<file path="src/rtl/spi_master_param_if.sv">
// Controller-side bundle for spi_master_param: transfer request/result handshake plus SPI pins.
// The master modport is the SPI master's view; slave is the system/board view.
interface spi_master_param_if #(
  parameter int unsigned DATA_WIDTH = 8,
  parameter int unsigned NUM_SLAVES = 3,
  parameter int unsigned SEL_W      = 2
) ();

  logic                  i_start;
  logic [SEL_W-1:0]      i_slave_select;
  logic                  i_cpol;
  logic                  i_cpha;
  logic [DATA_WIDTH-1:0] i_master_data_to_send;
  logic [DATA_WIDTH-1:0] o_master_data_received;
  logic                  o_busy;
  logic                  o_done;
  logic                  o_sclk;
  logic [NUM_SLAVES-1:0] o_cs;
  logic                  o_mosi;
  logic                  i_miso;

  modport master (
    input  i_start,
    input  i_slave_select,
    input  i_cpol,
    input  i_cpha,
    input  i_master_data_to_send,
    output o_master_data_received,
    output o_busy,
    output o_done,
    output o_sclk,
    output o_cs,
    output o_mosi,
    input  i_miso
  );

  modport slave (
    output i_start,
    output i_slave_select,
    output i_cpol,
    output i_cpha,
    output i_master_data_to_send,
    input  o_master_data_received,
    input  o_busy,
    input  o_done,
    input  o_sclk,
    input  o_cs,
    input  o_mosi,
    output i_miso
  );

endinterface

</file>
<file path="src/rtl/spi_master_param.sv">
// Parametrised SPI master with per-transfer CPOL/CPHA and a busy/done handshake.
// Bit order is LSB first; define SPI_MASTER_MSB_FIRST_EN to shift MSB first instead.
module spi_master_param #(
  parameter int unsigned DATA_WIDTH = 8,
  parameter int unsigned NUM_SLAVES = 3,
  parameter int unsigned SEL_W      = 2,
  parameter int unsigned CLK_DIV    = 1
) (
  input logic                i_clk,
  input logic                i_reset,
  spi_master_param_if.master io_bus
);

  localparam int unsigned DIV_W = (CLK_DIV > 1) ? $clog2(CLK_DIV) : 1;
  localparam int unsigned HP_W  = $clog2(2 * DATA_WIDTH);

  localparam logic [DIV_W-1:0] DIV_LAST      = DIV_W'(CLK_DIV - 1);
  localparam logic [HP_W-1:0]  HP_LAST       = HP_W'(2 * DATA_WIDTH - 1);
  localparam logic [HP_W-1:0]  HP_LAST_TRAIL = HP_W'(2 * DATA_WIDTH - 2);
  localparam logic [SEL_W:0]   NUM_SEL       = (SEL_W + 1)'(NUM_SLAVES);

  typedef enum logic [1:0] {StIdle, StSetup, StTransfer, StHold} state_e;

  state_e                r_state;
  logic [DIV_W-1:0]      r_div_cnt;
  logic [HP_W-1:0]       r_hp;
  logic [DATA_WIDTH-1:0] r_tx_sh;
  logic [DATA_WIDTH-1:0] r_rx_sh;
  logic [DATA_WIDTH-1:0] r_rx_data;
  logic                  r_cpol;
  logic                  r_cpha;
  logic                  r_sclk;
  logic                  r_mosi;
  logic                  r_busy;
  logic                  r_done;
  logic [NUM_SLAVES-1:0] r_cs;

  logic                  w_accept;
  logic                  w_div_end;
  logic                  w_tx_bit;
  logic [DATA_WIDTH-1:0] w_tx_shift;
  logic                  w_load_bit;
  logic [DATA_WIDTH-1:0] w_load_shift;
  logic [DATA_WIDTH-1:0] w_rx_shift;

`ifdef SPI_MASTER_MSB_FIRST_EN
  assign w_tx_bit     = r_tx_sh[DATA_WIDTH-1];
  assign w_tx_shift   = {r_tx_sh[DATA_WIDTH-2:0], 1'b0};
  assign w_load_bit   = io_bus.i_master_data_to_send[DATA_WIDTH-1];
  assign w_load_shift = {io_bus.i_master_data_to_send[DATA_WIDTH-2:0], 1'b0};
  assign w_rx_shift   = {r_rx_sh[DATA_WIDTH-2:0], io_bus.i_miso};
`else
  assign w_tx_bit     = r_tx_sh[0];
  assign w_tx_shift   = {1'b0, r_tx_sh[DATA_WIDTH-1:1]};
  assign w_load_bit   = io_bus.i_master_data_to_send[0];
  assign w_load_shift = {1'b0, io_bus.i_master_data_to_send[DATA_WIDTH-1:1]};
  assign w_rx_shift   = {io_bus.i_miso, r_rx_sh[DATA_WIDTH-1:1]};
`endif

  // The done cycle is still StIdle, so r_done blocks back-to-back acceptance.
  assign w_accept  = (r_state == StIdle) && !r_done && io_bus.i_start &&
                     ({1'b0, io_bus.i_slave_select} < NUM_SEL);
  assign w_div_end = (r_div_cnt == DIV_LAST);

  always_ff @(posedge i_clk) begin
    if (i_reset) begin
      r_state   <= StIdle;
      r_div_cnt <= '0;
      r_hp      <= '0;
      r_tx_sh   <= '0;
      r_rx_sh   <= '0;
      r_rx_data <= '0;
      r_cpol    <= 1'b0;
      r_cpha    <= 1'b0;
      r_sclk    <= 1'b0;
      r_mosi    <= 1'b0;
      r_busy    <= 1'b0;
      r_done    <= 1'b0;
      r_cs      <= '1;
    end else begin
      r_done <= 1'b0;
      case (r_state)
        StIdle: begin
          r_sclk <= io_bus.i_cpol;
          if (w_accept) begin
            r_state   <= StSetup;
            r_div_cnt <= '0;
            r_hp      <= '0;
            r_rx_sh   <= '0;
            r_cpol    <= io_bus.i_cpol;
            r_cpha    <= io_bus.i_cpha;
            r_busy    <= 1'b1;
            r_cs      <= ~(NUM_SLAVES'(1) << io_bus.i_slave_select);
            if (!io_bus.i_cpha) begin
              r_mosi  <= w_load_bit;
              r_tx_sh <= w_load_shift;
            end else begin
              r_tx_sh <= io_bus.i_master_data_to_send;
            end
          end
        end

        StSetup: begin
          if (w_div_end) begin
            // First leading SCLK edge opens half-period 0.
            r_state   <= StTransfer;
            r_div_cnt <= '0;
            r_hp      <= '0;
            r_sclk    <= ~r_sclk;
            if (!r_cpha) begin
              r_rx_sh <= w_rx_shift;
            end else begin
              r_mosi  <= w_tx_bit;
              r_tx_sh <= w_tx_shift;
            end
          end else begin
            r_div_cnt <= r_div_cnt + DIV_W'(1);
          end
        end

        StTransfer: begin
          if (w_div_end) begin
            r_div_cnt <= '0;
            if (r_hp == HP_LAST) begin
              r_state <= StHold;
              r_sclk  <= r_cpol;
            end else begin
              r_hp   <= r_hp + HP_W'(1);
              r_sclk <= ~r_sclk;
              // Odd r_hp means the next half-period is even, i.e. a leading edge.
              if (r_hp[0]) begin
                if (!r_cpha) begin
                  r_rx_sh <= w_rx_shift;
                end else begin
                  r_mosi  <= w_tx_bit;
                  r_tx_sh <= w_tx_shift;
                end
              end else begin
                if (r_cpha) begin
                  r_rx_sh <= w_rx_shift;
                end else if (r_hp != HP_LAST_TRAIL) begin
                  r_mosi  <= w_tx_bit;
                  r_tx_sh <= w_tx_shift;
                end
              end
            end
          end else begin
            r_div_cnt <= r_div_cnt + DIV_W'(1);
          end
        end

        StHold: begin
          if (w_div_end) begin
            r_state   <= StIdle;
            r_div_cnt <= '0;
            r_cs      <= '1;
            r_busy    <= 1'b0;
            r_done    <= 1'b1;
            r_rx_data <= r_rx_sh;
          end else begin
            r_div_cnt <= r_div_cnt + DIV_W'(1);
          end
        end

        default: r_state <= StIdle;
      endcase
    end
  end

  assign io_bus.o_master_data_received = r_rx_data;
  assign io_bus.o_busy                 = r_busy;
  assign io_bus.o_done                 = r_done;
  assign io_bus.o_sclk                 = r_sclk;
  assign io_bus.o_cs                   = r_cs;
  assign io_bus.o_mosi                 = r_mosi;

endmodule
</file>
<file path="src/flat_wrapper.sv">
// flat-port wrapper written by rule: the top's interface ports become plain ports
module spi_master_param_flat 
#(
  parameter int unsigned DATA_WIDTH = 8,
  parameter int unsigned NUM_SLAVES = 3,
  parameter int unsigned SEL_W      = 2,
  parameter int unsigned CLK_DIV    = 1
)
  (i_clk, i_reset, io_bus_i_start, io_bus_i_slave_select, io_bus_i_cpol, io_bus_i_cpha, io_bus_i_master_data_to_send, io_bus_o_master_data_received, io_bus_o_busy, io_bus_o_done, io_bus_o_sclk, io_bus_o_cs, io_bus_o_mosi, io_bus_i_miso);
  spi_master_param_if #(.DATA_WIDTH(DATA_WIDTH), .NUM_SLAVES(NUM_SLAVES), .SEL_W(SEL_W)) io_bus_i ();
  input logic i_clk;
  input logic i_reset;
  input wire logic [$bits(io_bus_i.i_start)-1:0] io_bus_i_start;
  input wire logic [$bits(io_bus_i.i_slave_select)-1:0] io_bus_i_slave_select;
  input wire logic [$bits(io_bus_i.i_cpol)-1:0] io_bus_i_cpol;
  input wire logic [$bits(io_bus_i.i_cpha)-1:0] io_bus_i_cpha;
  input wire logic [$bits(io_bus_i.i_master_data_to_send)-1:0] io_bus_i_master_data_to_send;
  output wire logic [$bits(io_bus_i.o_master_data_received)-1:0] io_bus_o_master_data_received;
  output wire logic [$bits(io_bus_i.o_busy)-1:0] io_bus_o_busy;
  output wire logic [$bits(io_bus_i.o_done)-1:0] io_bus_o_done;
  output wire logic [$bits(io_bus_i.o_sclk)-1:0] io_bus_o_sclk;
  output wire logic [$bits(io_bus_i.o_cs)-1:0] io_bus_o_cs;
  output wire logic [$bits(io_bus_i.o_mosi)-1:0] io_bus_o_mosi;
  input wire logic [$bits(io_bus_i.i_miso)-1:0] io_bus_i_miso;
  assign io_bus_i.i_start = io_bus_i_start;
  assign io_bus_i.i_slave_select = io_bus_i_slave_select;
  assign io_bus_i.i_cpol = io_bus_i_cpol;
  assign io_bus_i.i_cpha = io_bus_i_cpha;
  assign io_bus_i.i_master_data_to_send = io_bus_i_master_data_to_send;
  assign io_bus_o_master_data_received = io_bus_i.o_master_data_received;
  assign io_bus_o_busy = io_bus_i.o_busy;
  assign io_bus_o_done = io_bus_i.o_done;
  assign io_bus_o_sclk = io_bus_i.o_sclk;
  assign io_bus_o_cs = io_bus_i.o_cs;
  assign io_bus_o_mosi = io_bus_i.o_mosi;
  assign io_bus_i.i_miso = io_bus_i_miso;
  spi_master_param #(.DATA_WIDTH(DATA_WIDTH), .NUM_SLAVES(NUM_SLAVES), .SEL_W(SEL_W), .CLK_DIV(CLK_DIV)) u_core (.i_clk(i_clk), .i_reset(i_reset), .io_bus(io_bus_i));
endmodule
</file>
<file path="config.mk">
export PLATFORM = sky130hd
export DESIGN_NAME = spi_master_param_flat
export DESIGN_NICKNAME = d
export VERILOG_FILES = /design/src/rtl/spi_master_param_if.sv /design/src/rtl/spi_master_param.sv /design/src/flat_wrapper.sv
export SDC_FILE = /design/constraint.sdc
export NUM_CORES = 1
export LEC_CHECK = 0
export CORE_MARGIN = 2
export CORE_UTILIZATION = 48
export DETAILED_ROUTE_END_ITERATION = 12
export GPL_TIMING_DRIVEN = 0
export PLACE_DENSITY = 0.81
export SLEW_MARGIN = 25
export SYNTH_ARGS = -nofsm -noshare
export SYNTH_HDL_FRONTEND = slang
export SYNTH_SLANG_ARGS = --single-unit
</file>
<file path="constraint.sdc">
create_clock -name i_clk -period 1.7 [get_ports i_clk]
set_clock_uncertainty 0.05 [all_clocks]
set_input_delay 0.255 -clock i_clk [delete_from_list [all_inputs] [get_ports i_clk]]
set_output_delay 0.255 -clock i_clk [all_outputs]
set_load 0.01 [all_outputs]
</file>
# Yosys cells after proc, flatten, opt, wreduce, memory -nomap -nowiden

Cells that the tools add are included.
W data, S select, Z words.

Output and inout port bits: 15
Word-level logic and storage cells: 107
Input bits: 16
Register bits: 40

Reduce and logical (&&, ||, !) cells: 18
Multiplexer cells: 53
Bitwise logic cells: 4
Magnitude comparators: 1
Shift-type cells: 1
Eq/ne operators: 15
Add/subtract/negate cells: 2

Operator list:

| cell                  | number |
|---|---|
| $mux W8               | 16 |
| $pmux W8 S3           | 2 |
| $mux W1               | 17 |
| $mux W4               | 4 |
| $pmux W4 S3           | 1 |
| $mux W2               | 5 |
| $ne A2 B2 Y1 const B  | 5 |
| $reduce_and A5 Y1     | 2 |
| $pmux W2 S4           | 1 |
| $reduce_and A8 Y1     | 1 |
| $reduce_and A7 Y1     | 1 |
| $mux W3               | 2 |
| $ne A3 B1 Y1 const B  | 2 |
| $pmux W1 S3           | 2 |
| $pmux W3 S2           | 1 |
| $reduce_and A3 Y1     | 2 |
| $reduce_and A6 Y1     | 1 |
| $add A4 B1 Y4 const B | 1 |
| $eq A2 B2 Y1 const B  | 2 |
| $eq A4 B4 Y1 const B  | 1 |
| $ne A2 B1 Y1 const B  | 2 |
| $ne A4 B4 Y1 const B  | 1 |
| $pmux W1 S2           | 2 |
| $reduce_and A2 Y1     | 2 |
| other kinds (14)      | 18 |

# Longest topological paths before layout

Depth after elaboration: 7
Mapped depth: 8
Gate-level depth less buffers: 7

# Least setup slack after synthesis

Ideal clock, no wire load.

Path type: register to register
Start: reg u_core.r_state[0]
End: reg u_core.r_tx_sh[0]
Setup slack: -0.096 ns
Stages on the path, launching flop included: 9
Data arrival time: 1.629 ns
Path through: dfxtp_1 -> inv_1 -> ha_1 -> and4_4 -> nor2_8 -> o211ai_2 -> o21ba_1 -> buf_6 -> a22o_1

Word-level cells in the longest chain between the ends: 6

Ends and longest elaborated chain:

| element                            | RTL line                                       | RTL |
|---|---|---|
| from (decl)                        | spi_master_param.sv:24                         | `state_e r_state;` |
| from (signal assigned)             | spi_master_param.sv:67                         | `r_state <= StIdle;` |
| from (signal assigned)             | spi_master_param.sv:86                         | `r_state <= StSetup;` |
| from (signal assigned)             | spi_master_param.sv:106                        | `r_state <= StTransfer;` |
| $logic_not A2 Y1                   | spi_master_param.sv:61, spi_master_param.sv:82 |  |
| $logic_and A1 B1 Y1 (3 in series)  | spi_master_param.sv:61                         | `assign w_accept = (r_state == StIdle) && !r_done && io_bus.i_start &&` |
| $ne A2 B1 Y1 (no source line)      | --                                             |  |
| $reduce_and A7 Y1 (no source line) | --                                             |  |
| to (signal assigned)               | spi_master_param.sv:96                         | `r_tx_sh <= w_load_shift;` |
| to (signal assigned)               | spi_master_param.sv:98                         | `r_tx_sh <= io_bus.i_master_data_to_send;` |
| to (signal assigned)               | spi_master_param.sv:114                        | `r_tx_sh <= w_tx_shift;` |
| to (decl)                          | spi_master_param.sv:27                         | `logic [DATA_WIDTH-1:0] r_tx_sh;` |

Several ways; a longest one is shown, not always the timed one.
A chain may end at the register's enable or synchronous reset.

# Worst setup path in the final report

Start: reg u_core.r_state[1]
End: reg u_core.r_rx_sh[2]

Word-level cells in the longest chain between the ends: 6

Ends and longest elaborated chain:

| element                            | RTL line                                       | RTL |
|---|---|---|
| $logic_not A2 Y1                   | spi_master_param.sv:61, spi_master_param.sv:82 |  |
| $logic_and A1 B1 Y1 (3 in series)  | spi_master_param.sv:61                         |  |
| $ne A2 B1 Y1 (no source line)      | --                                             |  |
| $reduce_and A6 Y1 (no source line) | --                                             |  |
| to (signal assigned)               | spi_master_param.sv:111                        | `r_rx_sh <= w_rx_shift;` |
| to (signal assigned)               | spi_master_param.sv:133                        | `r_rx_sh <= w_rx_shift;` |
| to (signal assigned)               | spi_master_param.sv:140                        | `r_rx_sh <= w_rx_shift;` |
| to (decl)                          | spi_master_param.sv:28                         | `logic [DATA_WIDTH-1:0] r_rx_sh;` |

Several ways; a longest one is shown, not always the timed one.

==> impl_metrics.toml <==
[run_status]
status = "finished, violations left"
violations = "negative setup slack"

[clock_network]
cts_made_buffers = 5
cts_root_buf = "clkbuf_8"
cts_hold_buf = 0
clk_pin_slew_worst_paths_ns = 0.08
clkSinkCount = 39
clockBufferDepth = 2
clock_latency_ns = 0.30
cts_tree = "done"
cts_max_level = 2

[cells_and_area]
syn_to_final_growth_pct = 35.39
fin_util = 0.6617
diodes = 0
drive_above_1_share = 0.2428
fillers = 315
nets = 265
stdcell_count = 293
finalInstanceArea_sq_um = 2609

[worst_setup_path]
startpoint_type = "register"
crit_path_top_delay_cell = "dfxtp_4"
cp.required_ns = 1.89
slowest_delay_ns = 0.40
arrival_ns = 1.97
crit_chain = "clkinvlp_4 > ha_4 > o21ai_2 > mux2_4 > a21oi_4 > a22o_1"
cp-end-kind = "register"
cp_max_fo = 8
critPathKind = "reg -> reg"

[logic_synthesis]
syn_nets = 221
yosysWarningCount = 0
yosysTopAreaCell = "dfxtp_1"
synth_cell_type_count = 46
synth_edf_count = 0
syn_inst = 198
ys_seq_elements = 39
yosysMostFrequentCell = "dfxtp_1"
syn_area_sq_um = 1927
yosysTopAreaCellShare = 0.4052
ys_async_sr_fraction = 0
yosys_most_used_dff = "dfxtp_1"
ys_seq_area_frac = 0.4052
synthTopCellsByArea = "dfxtp_1, mux2i_1, a22o_1"
yosys-top-cells-count = "dfxtp_1, nor2_1, mux2i_1, a22o_1, nand2_1"
avgSynthCellArea_sq_um = 9.732

[place]
gp_congestion = 0.7970
placed_cell_area_sq_um = 2283
port_buffers = 29
post-place-cells = 277
post-place-ws_ns = -0.3400
dp_hpwl_mm = 2.773

[grt]
grt_pass1_vias = 1456
antenna_found_initial = 0
grt_start_max_net_pins = 13
grtUsageTotal = 0.1966
overflow = 0
grt_pass1_wl_mm = 6.720

[route]
ant_nets = 0
drt_iter0_drc = 84
vias = 1607
routedWlPerCell_microns = 14.75
first_pass_iters = 6
drcViolationCount = 0
via_per_inst = 5.485
wl_mm = 4.321

[sta]
min_period_over_period = 1.046
setup_viol = 17
postLayoutSetupSlackWorst_ns = -0.07745
hold_viol_final = 0
whs_ns = 0.3968
min_period_ns = 1.777
rsz0062_at_grt = "true"
max-slew-margin-rel = 0.5857
drv_slew = 0
max_freq_mhz = 562.6
tightest_slew_ns = 0.6215

[power_and_ir_drop]
cellLeakagePower_nw = 0.9838
pwr-share-clk = 0.212
pwr-share-seq = 0.316
pwr-share-comb = 0.472
vdd_drop_max_mv = 0.6267
switching_share = 0.3597
p_int_mw = 2.469
power_density_nw_per_um2 = 1478
switchingPower_mw = 1.387

[floorplan]
start_util = 0.4887
io_pins = 31
dieWidth_microns = 67.36
core-area_sq_um = 3943
die_h_microns = 67.36
die-area_sq_um = 4537
rows = 23

[flow_run]
drv_cap = 0

[min_path]
hold_class = "in -> reg"
[cell type report]
class                           count  area (sq um)  share of cell area
Multi-Input combinational cell    145          1201              0.4604
Sequential cell                    39         790.8              0.3031
Timing Repair Buffer               38         357.8              0.1372
Clock buffer                        6         82.58             0.03165
Tap cell                           50         62.56             0.02398
Buffer                              9         55.05             0.02110
Clock inverter                      2         35.03             0.01343
Inverter                            4         23.77            0.009113
[final timing paths]
| path | startpoint | to | slack (ns) | cells past startpoint |
|---|---|---|---|---|
| max | u_core.r_state[1] | u_core.r_rx_sh[2] | -0.08 | 6 |
| min | i_reset | u_core.io_bus.o_done | 0.40 | 2 |
| max reg2reg | u_core.r_state[1] | u_core.r_rx_sh[2] | -0.08 | 6 |
| min reg2reg | u_core.r_hp[1] | u_core.r_hp[1] | 0.44 | 2 |
[per-stage QoR]
stage	setup TNS, ns	power, mW
floorplan	0	2.191
global placement	-6.134	2.521
detailed placement	-6.487	2.540
CTS	-0.01983	3.577
global route	-1.880	4.058
finish	-0.9410	3.855
[logic make-up (layout without fill, tap and decap cells)]
family          count (synthesis)  in the layout  synth area share
simple gates                   65             65            0.1896
fa+ha+maj                       7              7           0.04545
compound gates                 52             52            0.2104
buf+inv                        14             59           0.03831
flops                          39             39            0.4052
mux                            21             21            0.1110
[cell usage in the layout (no fill, tap or decap), types with 3 or more instances in the layout]
cell type	synthesis	final
nand2_1	16	16
nand3_1	6	6
dfxtp_1	39	35
mux2i_1	18	18
o21ai_0	10	8
clkbuf_8	0	6
clkbuf_1	5	4
ha_1	7	3
a22o_1	16	16
nand2b_1	7	6
a21oi_1	7	6
mux2_4	0	3
buf_4	1	10
and2_4	1	3
ha_4	0	3
nor2_1	20	20
clkdlybuf4s50_1	0	29
[sequential cells by signal (all words and copies together) (netlist names)]
| signal | cells |
|---|---|
| u_core.r_tx_sh | 8 |
| u_core.io_bus.o_cs | 3 |
| u_core.io_bus.o_mosi | 1 |
| u_core.r_cpha | 1 |
| u_core.r_hp | 4 |
| u_core.io_bus.o_done | 1 |
| u_core.io_bus.o_busy | 1 |
| u_core.r_state | 2 |
| u_core.io_bus.o_master_data_received | 8 |
| u_core.r_cpol | 1 |
| u_core.io_bus.o_sclk | 1 |
| u_core.r_rx_sh | 8 |
[power by group through the flow]
stage / sequential, mW / clock (mW) / combinational, mW
after global placement: 1.19 / 0 / 1.33
after global routing: 1.24 / 0.853 / 1.96
final: 1.22 / 0.817 / 1.82
after CTS: 1.19 / 0.820 / 1.56
after floorplan: 1.19 / 0 / 1.00
after detailed placement: 1.19 / 0 / 1.35
[critical path: cells and delay by family, from the launching register on]
kind                       cells  cell delay (ns)
AOI/OAI and AO/OA              3             0.51
DFF                            1             0.40
buffers and inverters          1             0.16
muxes                          1             0.28
adders and majority gates      1             0.33
[metal layers]
| layer | track usage | wire (microns) |
|---|---|---|
| met1 | 0.2384 | 1974 |
| met2 | 0.3403 | 2105 |
| met3 | 0.05000 | 191 |
| met4 | 0.06122 | 51 |
| met5 | 0 | 0 |
[timing repair]
action | in CTS | in global routing
gates resized for setup | 21 | 18
pin swaps | 4 | 21
setup buffers | 4 | 5
setup endpoints to repair | 20 | 19
endpoints found under the hold margin | 0 | 0
(Power assumes the default switching activity.)
